<file path="config.mk">
export PLATFORM = sky130hd
export DESIGN_NAME = divide_unit
export DESIGN_NICKNAME = d
export VERILOG_FILES = /design/src/rtl/divide_unit.sv
export SDC_FILE = /design/constraint.sdc
export NUM_CORES = 1
export LEC_CHECK = 0
export BUFFER_PORTS_ARGS = -buffer_cell sky130_fd_sc_hd__buf_2
export CAP_MARGIN = 20
export CORE_UTILIZATION = 40
export CTS_CLUSTER_DIAMETER = 200
export CTS_CLUSTER_SIZE = 20
export DETAILED_ROUTE_END_ITERATION = 12
export RECOVER_POWER = 25
export SYNTH_ARGS = -nofsm -noshare
export SYNTH_HDL_FRONTEND = slang
export SYNTH_SLANG_ARGS = --single-unit
</file>
<file path="constraint.sdc">
create_clock -name clk -period 5.6 [get_ports clk]
set_input_delay 1.68 -clock clk [delete_from_list [all_inputs] [get_ports clk]]
set_output_delay 1.68 -clock clk [all_outputs]
set_load 0.05 [all_outputs]
</file>
<file path="src/rtl/divide_unit.sv">
// Multi-cycle signed restoring divider: one quotient bit per clock, sign fix-up,
// then a single-cycle done pulse. Quotient/remainder truncate toward zero.
//
// state | meaning
// IDLE  | waiting for start; operands sampled here only
// CALC  | restoring shift/subtract, one quotient bit per cycle
// FIX   | apply quotient/remainder signs, load result registers
// DONE  | results valid, done pulse, return to IDLE
module divide_unit #(
  parameter int WL = 32,
  parameter int CW = 6
) (
  input  logic          clk,
  input  logic          rst,
  input  logic          start,
  input  logic [WL-1:0] a,
  input  logic [WL-1:0] b,
  output logic [WL-1:0] Quot,
  output logic [WL-1:0] Rem,
  output logic          DivZero,
  output logic          busy,
  output logic          done
);

  typedef enum logic [1:0] {
    IDLE = 2'd0,
    CALC = 2'd1,
    FIX  = 2'd2,
    DONE = 2'd3
  } state_t;

  state_t state, state_nxt;

  logic [WL-1:0] dvd;
  logic [WL:0]   dvs;
  logic [WL:0]   prem;
  logic [CW-1:0] cnt;
  logic          sq;
  logic          sr;

  logic          b_zero;
  logic [WL-1:0] mag_a;
  logic [WL:0]   mag_b;
  logic [WL+1:0] trial;
  logic [WL+1:0] diff;
  logic          borrow;

  assign b_zero = (b == '0);

  // Unsigned magnitudes, so the most negative operand maps to 2^(WL-1) exactly.
  assign mag_a = a[WL-1] ? (~a + 1'b1) : a;
  assign mag_b = b[WL-1] ? -{b[WL-1], b} : {1'b0, b};

  assign trial  = {prem, dvd[WL-1]};
  assign diff   = trial - {1'b0, dvs};
  assign borrow = diff[WL+1];

  always_ff @(posedge clk) begin
    if (rst) begin
      state <= IDLE;
    end else begin
      state <= state_nxt;
    end
  end

  always_comb begin
    state_nxt = state;
    case (state)
      IDLE: begin
        if (start) begin
          state_nxt = b_zero ? DONE : CALC;
        end
      end
      CALC: begin
        if (cnt == '0) begin
          state_nxt = FIX;
        end
      end
      FIX:     state_nxt = DONE;
      DONE:    state_nxt = IDLE;
      default: state_nxt = IDLE;
    endcase
  end

  assign busy = (state != IDLE);
  assign done = (state == DONE);

  always_ff @(posedge clk) begin
    if (rst) begin
      Quot    <= '0;
      Rem     <= '0;
      DivZero <= 1'b0;
      dvd     <= '0;
      dvs     <= '0;
      prem    <= '0;
      cnt     <= '0;
      sq      <= 1'b0;
      sr      <= 1'b0;
    end else begin
      case (state)
        IDLE: begin
          if (start) begin
            if (b_zero) begin
              Quot    <= '1;
              Rem     <= a;
              DivZero <= 1'b1;
            end else begin
              dvd  <= mag_a;
              dvs  <= mag_b;
              sq   <= a[WL-1] ^ b[WL-1];
              sr   <= a[WL-1];
              prem <= '0;
              cnt  <= CW'(WL - 1);
            end
          end
        end
        CALC: begin
          // A borrow means the trial subtraction went negative: restore.
          if (borrow) begin
            prem <= trial[WL:0];
            dvd  <= {dvd[WL-2:0], 1'b0};
          end else begin
            prem <= diff[WL:0];
            dvd  <= {dvd[WL-2:0], 1'b1};
          end
          if (cnt != '0) begin
            cnt <= cnt - CW'(1);
          end
        end
        FIX: begin
          Quot    <= sq ? (~dvd + 1'b1) : dvd;
          Rem     <= sr ? (~prem[WL-1:0] + 1'b1) : prem[WL-1:0];
          DivZero <= 1'b0;
        end
        default: begin
        end
      endcase
    end
  end

endmodule

</file>
After elaboration in Yosys (flattened, before gate mapping). Cells that the tools add are included.

Input port bits: 67. Output and inout port bits: 67. Logic and storage cells: 70. Register bits: 173.

Bitwise logic cells: 5. Equal/unequal tests: 8. Reduce and logical (&&, ||, !) cells: 12. Mux-type cells: 29. Add/sub/neg operators: 6.

Operators with widths (count): $mux 32 (9); $pmux 32 s2 (3); $mux 33 (4); $add 32x1->32 const B (3); $not 32->32 (3); $pmux 33 s2 (1); $sub 34x33->34 (1); $neg 33->33 (1); $logic_not 32->1 (1); $mux 6 (3); $pmux 6 s2 (1); $ne 2x2->1 const B (5); $reduce_and 3->1 (3); $pmux 2 s4 (1); $logic_not 6->1 (1); $mux 2 (3); $reduce_bool 2->1 (3); $reduce_bool 6->1 (1); $sub 6x1->6 const B (1); $eq 2x2->1 const B (2); $reduce_and 4->1 (1); $mux 1 (3); $eq 2x1->1 const B (1); $logic_not 2->1 (1); other kinds (4) (4).

Depth between registers and ports, before layout. Gate-level depths: netlist of the first run.

Depth after elaboration: 6. Mapped depth: 13. Depth with buffers taken out: 13.

Worst setup path before layout of the first run. OpenSTA, ideal clock, no wires.

Path type: in2reg. Start: input a[0]. End: register dvd[24]. Library setup time: 0.070 ns. Required time: 5.530 ns. Slack: 1.299 ns. Stages: 11. Path buffers: 1. Arrival: 4.231 ns. Cell sequence: inv_1 -> ha_1 -> or3b_2 -> or4_1 -> or3b_2 -> clkbuf_1 -> o41ai_1 -> xor2_1 -> o21ai_0 -> nand2_1 -> a21oi_1.

Word-level cells in the longest chain between the ends: 6.

RTL lines: start, declared (line 16) `input logic [WL-1:0] a,`; $not 32->32 (line 51) `assign mag_a = a[WL-1] ? (~a + 1'b1) : a;`; $add 32x1->32 (line 51); $mux 32 (line 51); $mux 32 (line 103) `if (b_zero) begin`; $mux 32 (line 102) `if (start) begin`; $pmux 32 s2 (line 100) `case (state)`; end signal, assigned (line 108) `dvd <= mag_a;`; end signal, assigned (line 121) `dvd <= {dvd[WL-2:0], 1'b0};`; end signal, assigned (line 124) `dvd <= {dvd[WL-2:0], 1'b1};`; end, declared (line 34) `logic [WL-1:0] dvd;`.

Every way passes these cells. The select of a mux whose other input is x is not followed. A chain may end at the register's enable or synchronous reset.

Worst setup path after layout of the first run.
Start: input b[10]. End: register prem[1].

Word-level cells in the longest chain between the ends: 3.

RTL lines: start, declared (line 17) `input logic [WL-1:0] b,`; $logic_not 32->1 (line 48) `assign b_zero = (b == '0);`; $ne 2x2->1 (no line); $reduce_and 3->1 (no line); end signal, assigned (line 120) `prem <= trial[WL:0];`; end signal, assigned (line 123) `prem <= diff[WL:0];`; end, declared (line 36) `logic [WL:0] prem;`.

Every way passes these cells.

==> results by group, run 1 <==
STA
  • Slew HR: 0.260
  • Setup_tns: 0 ps
  • Worst slew pin tran: 1100 ps
  • Crit path time final: around 4400 ps
  • Endpoints failing setup: 0
  • Final period util: 0.778
  • Hold WS: between 400 and 500 ps
  • Max Clock Freq: 0.230 GHz
  • Slew Viols, Final: 0
  • Final Hold Fails: 0
  • Unrepaired setup endpoints after global routing: no
  • Skew final: approximately 15 ps

Power and ir drop
  • Total design power: about 6200 uW
  • Sequential share of power: 0.289
  • P_sw: 2970 uW
  • Switch share: 0.481
  • Internal: about 3200 uW
  • Leak pwr: 0.00489 uW
  • Worst vdd ir: 0.000262 V
  • Clock power frac: 0.203
  • Power density over the cells: 485 mW/mm^2
  • Gate power share: 0.508

Worst hold path
  • Hold Path End: Rem[3]
  • Min-delay src: Rem[3]
  • Hold Crit Class: flop to flop
  • WHS Path Cells: 2

Layout
  • # fillers: 2,747
  • Register area: 0.00346 mm^2
  • Non-Filler Instances: about 1,900
  • Most common cell after layout, fill and taps aside: nand2_1
  • Layout cell share with drive strength beyond 1: 0.0954
  • Area Growth Syn to Fin: 13.7%
  • Area of the multi-input gates: just over 0.007 mm^2
  • Nets: between 1,500 and 2,000
  • N_diodes: 0
  • Final Cell Area: approximately 0.013 mm^2
  • Most frequent cells in the layout: nand2_1 (227), dfxtp_1 (173), nor2_1 (122), xor2_1 (118), o21ai_0 (91)

Run status
  • Status: completed

Floorplan
  • Die W: approximately 170 um
  • Top Ports: about 130
  • Initial Util: 0.411
  • Core box area: between 0.02 and 0.03 mm^2
  • Rows: 60
  • Chip height: ~170 um
  • DIE AREA: approximately 0.029 mm^2

Logic synthesis
  • Yosys top cell area share: 0.309
  • Post-synth EDFFs: 0
  • Synthesized instance count: around 1,500
  • Post-Syn Area per Cell: about 7.6 um^2
  • Distinct cells, synth: 63
  • Ys flop type: dfxtp_1
  • Sequential share of the synthesized area: 0.309
  • Synth Warn #: 0
  • FF+latch count, synth: between 150 and 200
  • Syn Nets: between 1,500 and 2,000
  • Synth area leader: dfxtp_1
  • Synth async-reset ratio: 0
  • Mapped cell area: 0.0112 mm^2
  • Synth area leaders: dfxtp_1 (31%), xor2_1 (9.3%), nand2_1 (7.6%)

Route
  • DR pass1 iterations: 5
  • 1st-iter DRT viols: between 700 and 800
  • Final wirelength: ~31,000 um
  • Routed length per instance: between 15 and 20 um
  • Mean number of vias per cell: between 5 and 6
  • Vias: 10,700
  • Detailed-route DRC error count: 0
  • ANT nets after route: 0

Setup path
  • Worst Reg2Reg Path Length in Cells: 12
  • Worst flop-to-flop path startpoint: dvs[14]
  • Crit Path Max Fanout: 34
  • CP Launch Type: input port
  • WP data required: between 5000 and 6000 ps
  • Crit path largest cell delay: 590 ps
  • Arrival @ worst endpoint: 4700 ps
  • Reg2Reg Setup Slack: 2040 ps
  • Slowest cell on the critical path: or4_1
  • Crit Path Category: input port to flop
  • Crit end category: flop
  • Crit path cell chain: buf_2 > or4_1 > nor4_2 > nand4_1 > nor2_1 > nor2_4 > or2_2 > nor2_2 > buf_4 > nand2_1 > o311ai_0
  • Crit path max-delay family: simple AND/OR/NAND/NOR gates
  • CP bufs+invs: 2
  • Reg2Reg Capture Point: prem[31]

Job
  • Max-cap violations: 0

Global routing
  • GRT Util Overall: 0.223
  • Largest net degree at the start of global routing: slightly below 100
  • Antenna violations before repair: 0
  • Remaining Overflow, GRT: 0
  • First-pass GRT wire length: between 50,000 and 60,000 um
  • Via count of the first global-routing pass: a little under 10,000

Clocking
  • Hold Buf Count CTS: 0
  • CTS tree: yes
  • Post CTS Setup Buffer Count: 0
  • Clock transition at path regs: approximately 80 ps
  • CTS root buf: clkbuf_16
  • Clock sinks: 173
  • Post-cts sizing count: 0
  • H-Tree Depth: 4
  • Clock buffer depth: 2
  • Worst skew pair latency: ~450 ps
  • Cts bufs inserted: 17

Place
  • Placer Congestion: between 0.8 and 0.9
  • I/O Buffers: ~130
  • Detailed placement HPWL: 23,200 um
  • Placed Instances: 1,889
  • Post-DP Area: roughly 0.012 mm^2
-- state kept, by name (all words and copies together), names as in the netlist --
register and cells:
cnt 6, dvd 32, state 2, Quot 32
Rem 32, sq 1, dvs 33, DivZero 1
sr 1, prem 33
-- worst min-delay path, delay by kind of cell (launching register included) --
family           cells  cell delay (ps)
AND/OR/NAND/NOR      1               50
AO/OA/AOI/OAI        1               50
flip-flops           1              310
-- cell families (layout without fill, tap and decap cells) --
logic type                 count (synthesis)  in the layout  synth area share
AOI/OAI and AO/OA                        405            405             0.242
xor gates and xnor gates                 148            148             0.116
adders and majority gates                 44             44            0.0498
buffers and inverters                    149            230            0.0513
DFF                                      173            173             0.309
muxes                                     17             17            0.0152
and+or+nand+nor                          534            534             0.217
-- cells in the mapped netlist (23+ instances only) --
master and instances:
nand2_1 227, dfxtp_1 173, nor2_1 125, xor2_1 119
o21ai_0 91, a21oi_1 90, clkbuf_1 79, nand3_1 70
inv_1 51, a211oi_1 50, ha_1 43, o31ai_1 34
a311oi_1 33, xnor2_1 29, o41ai_1 23
-- layout make-up --
class	instances	area share
inverter	51	0.0150
timing repair buffer	147	0.0589
clock buffer	17	0.0334
multi-input combinational	1148	0.569
clock inverter	15	0.0158
sequential	173	0.272
tap	372	0.0365
-- how the worst max path moves through the flow --
stage                     startpoint  endpoint  slack [ps]  depth (start not counted)
after floorplan                 a[0]   dvd[24]        1300                         11
after global placement         b[10]   dvd[31]         840                         12
after detailed placement       b[10]   prem[1]         790                         11
after CTS                      b[10]   prem[1]        1250                         11
after global routing            b[6]   dvd[31]         940                         12
final                          b[10]   prem[1]        1250                         11
-- layer usage --
| layer | GRT usage | share of wire | wire [um] |
|---|---|---|---|
| met4 | 0.0803 | 0.027 | 834 |
| met5 | 0 | 0 | 0 |
| met3 | 0.0292 | 0.038 | 1170 |
| met1 | 0.300 | 0.48 | 15000 |
| met2 | 0.363 | 0.46 | 14300 |
-- per-stage QoR --
| stage | worst slack, ps | utilization |
|---|---|---|
| 6_report | 1250 | 0.468 |
| 5_1_grt | 943 | 0.468 |
| 4_1_cts | 1250 | 0.468 |
| 3_5_place_dp | 787 | 0.445 |
| 3_3_place_gp | 837 | 0.445 |
| 2_1_floorplan | 1300 | - |
-- power groups by stage --
stage	Sequential [uW]	Clock [uW]	Combinational, uW
global route	1830	1330	3500
floorplan	2020	0	2170
global placement	1810	0	3110
detailed placement	1820	0	3130
finish	1790	1250	3140
CTS	1790	1270	3140
(Power assumes the default switching activity.)
==> run 2: changes to the inputs <==
==> constraint.sdc (replaced) <==
create_clock -name clk -period 4.5 [get_ports clk]
set_input_delay 1.35 -clock clk [delete_from_list [all_inputs] [get_ports clk]]
set_output_delay 1.35 -clock clk [all_outputs]
set_load 0.05 [all_outputs]
==> run 2 against run 1 <==
  * The run now ends with capacitance limit, slew limit left
  * Sequential share of layout area decreased by 0.11 points
  * First-iteration DRC count decreased by 4.2%
  * Via count decreased by 0.86%
  * Core utilization increased by 0.20 points
  * Register-to-register slack got worse by 950 ps
  * Die area unchanged
  * Combinational power increased by 25%
  * Non-clock buffer count increased by 8
  * Routed wire length increased by 0.20%
  * Flip-flop and latch count unchanged
==> results by group, run 2 (synthesis results as in run 1) <==
Place
  • Detailed placement HPWL: 23,600 um (was 23,200 um)
  • Placer Congestion: 0.851 (was 0.858)
  • Setup WS pre-CTS: 219 ps (was 787 ps)
  • I/O Buffers: 133 (unchanged)

Layout
  • Layout cell share with drive strength beyond 1: 0.100 (was 0.0954)
  • Nets: 1,657 (was 1,649)
  • Most frequent cells in the layout: nand2_1 (227), dfxtp_1 (173), nor2_1 (122), xor2_1 (118), o21ai_0 (91) (unchanged)
  • Most common cell after layout, fill and taps aside: nand2_1 (unchanged)
  • Area Growth Syn to Fin: 14.2% (was 13.7%)
  • Largest regs: dvs x33, prem x33 (unchanged)

Floorplan
  • DIE AREA: 0.0287 mm^2 (unchanged)
  • Initial Util: 0.411 (unchanged)
  • Top Ports: 134 (unchanged)
  • Core box area: 0.0273 mm^2 (unchanged)
  • Chip height: 169 um (unchanged)
  • Rows: 60 (unchanged)
  • Die W: 169 um (unchanged)

Global routing
  • Remaining Overflow, GRT: 0 (unchanged)
  • GRT Util Overall: 0.220 (was 0.223)
  • Antenna violations before repair: 1 (was 0)
  • First-pass GRT wire length: 50,600 um (was 51,500 um)
  • Largest net degree at the start of global routing: 69 (was 97)
  • Via count of the first global-routing pass: 9,569 (was 9,755)

Power and ir drop
  • Power density over the cells: 603 mW/mm^2 (was 485 mW/mm^2)
  • Worst vdd ir: 0.000337 V (was 0.000262 V)
  • Leak pwr: 0.00494 uW (was 0.00489 uW)

Clocking
  • Post CTS Setup Buffer Count: 0 (unchanged)
  • CTS root buf: clkbuf_16 (unchanged)
  • Cts bufs inserted: 17 (unchanged)
  • Clock transition at path regs: 80 ps (about the same)
  • Worst skew pair latency: 450 ps (about the same)
  • Clock buffer depth: 2 (unchanged)
  • CTS tree: yes (unchanged)
  • Hold Buf Count CTS: 0 (unchanged)
  • Clock sinks: 173 (unchanged)
  • Post-cts sizing count: 0 (unchanged)
  • H-Tree Depth: 4 (unchanged)

STA
  • Slew Viols, Final: 51 (was 0)
  • Crit path time final: around 4000 ps
  • Setup ws final: 584 ps (was 1250 ps)
  • Hold WS: 454 ps (was 457 ps)
  • Final period util: 0.870
  • Unrepaired setup endpoints after global routing: no (unchanged)
  • Worst slew pin tran: 2290 ps (was 1100 ps)
  • Max Clock Freq: 0.255 GHz
  • Endpoints failing setup: 0 (unchanged)
  • Setup_tns: 0 ps (unchanged)
  • Final Hold Fails: 0 (unchanged)
  • Skew final: 13.7 ps (was 14.9 ps)
  • Slew HR: -0.529 (was 0.260)

Setup path
  • Crit Path Max Fanout: 56 (was 34)
  • Arrival @ worst endpoint: 4250 ps (was 4700 ps)
  • Setup crit start: rst (was b[10])
  • WP data required: 4830 ps (was 5940 ps)
  • CP Launch Type: input port (unchanged)
  • Crit end category: flop (unchanged)
  • Crit Path Category: input port to flop (unchanged)
  • Worst flop-to-flop path startpoint: dvd[31] (was dvs[14])

Route
  • 1st-iter DRT viols: 689 (was 719)
  • Mean number of vias per cell: 5.47 (was 5.54)
  • Routed length per instance: 16.2 um (was 16.3 um)
  • ANT nets after route: 0 (unchanged)
  • DR pass1 iterations: 7 (was 5)
  • Vias: 10,600 (was 10,700)
  • Detailed-route DRC error count: 0 (unchanged)
  • Final wirelength: 31,300 um (about the same)

Worst hold path
  • Hold Crit Class: flop to flop (unchanged)
  • Min-delay src: Rem[16] (was Rem[3])

Run status
  • Violated checks: capacitance limit, slew limit
  • Status: complete, but fails checks (was completed)

Job
  • Max-cap violations: 1 (was 0)
-- run 2: cell count changes in the layout (fill, tap and decap cells not counted) --
cell / change
buf_2: +1
diode_2: +1
clkinv_4: +1
clkinvlp_4: -1
clkinv_8: -1
buf_12: +3
inv_8: +1
buf_16: -2
buf_4: +6
-- run 2: stage by stage --
stage / area [um^2] / std cells / total power [uW] / utilization
4_1_cts: 12900 / 1930 / 7760 / 0.472
2_1_floorplan: 11200 / 1470 / 5210 / -
6_report: 12800 / 1932 / 7720 / 0.470
5_1_grt: 12800 / 1931 / 8300 / 0.469
3_3_place_gp: 12200 / 1898 / 6170 / 0.449
3_5_place_dp: 12200 / 1898 / 6190 / 0.449
-- run 2: power breakdown --
part / switching, uW / total [uW] / leakage, uW / internal [uW]
Clock: 749 / 1550 / 0.000303 / 806
Combinational: 2590 / 3940 / 0.00322 / 1350
Sequential: 357 / 2230 / 0.00141 / 1870
Total: 3700 / 7720 / 0.00494 / 4020
-- run 2: worst paths after layout --
kind	end	slack [ps]	cells after the start
setup / recovery	prem[30]	580	6
hold / removal	Rem[16]	450	2
hold reg to reg	Rem[16]	450	2
setup reg to reg	prem[24]	1090	12
-- run 2: final cells by class --
cell class / instances / area (um^2)
Sequential cell: 173 / 3460
Clock buffer: 17 / 425
Tap cell: 372 / 465
Inverter: 51 / 191
Multi-Input combinational cell: 1148 / 7240
Timing Repair Buffer: 155 / 806
Fill cell: 2811 / 14500
Clock inverter: 15 / 198
Antenna cell: 1 / 2.50
-- run 2: critical path: stages --
cell and delay [ps]:
buf_4 500, clkbuf_1 1680, nor2_2 150, buf_12 270, a32oi_1 160, o21ai_0 100
-- run 2: metal layers --
metal	vias to the layer above	routed length (um)	global-route usage
li1	5438	-	-
met1	4819	14900	0.294
met2	251	14300	0.357
met3	49	1330	0.0350
met4	2	832	0.0783
met5	-	13	0
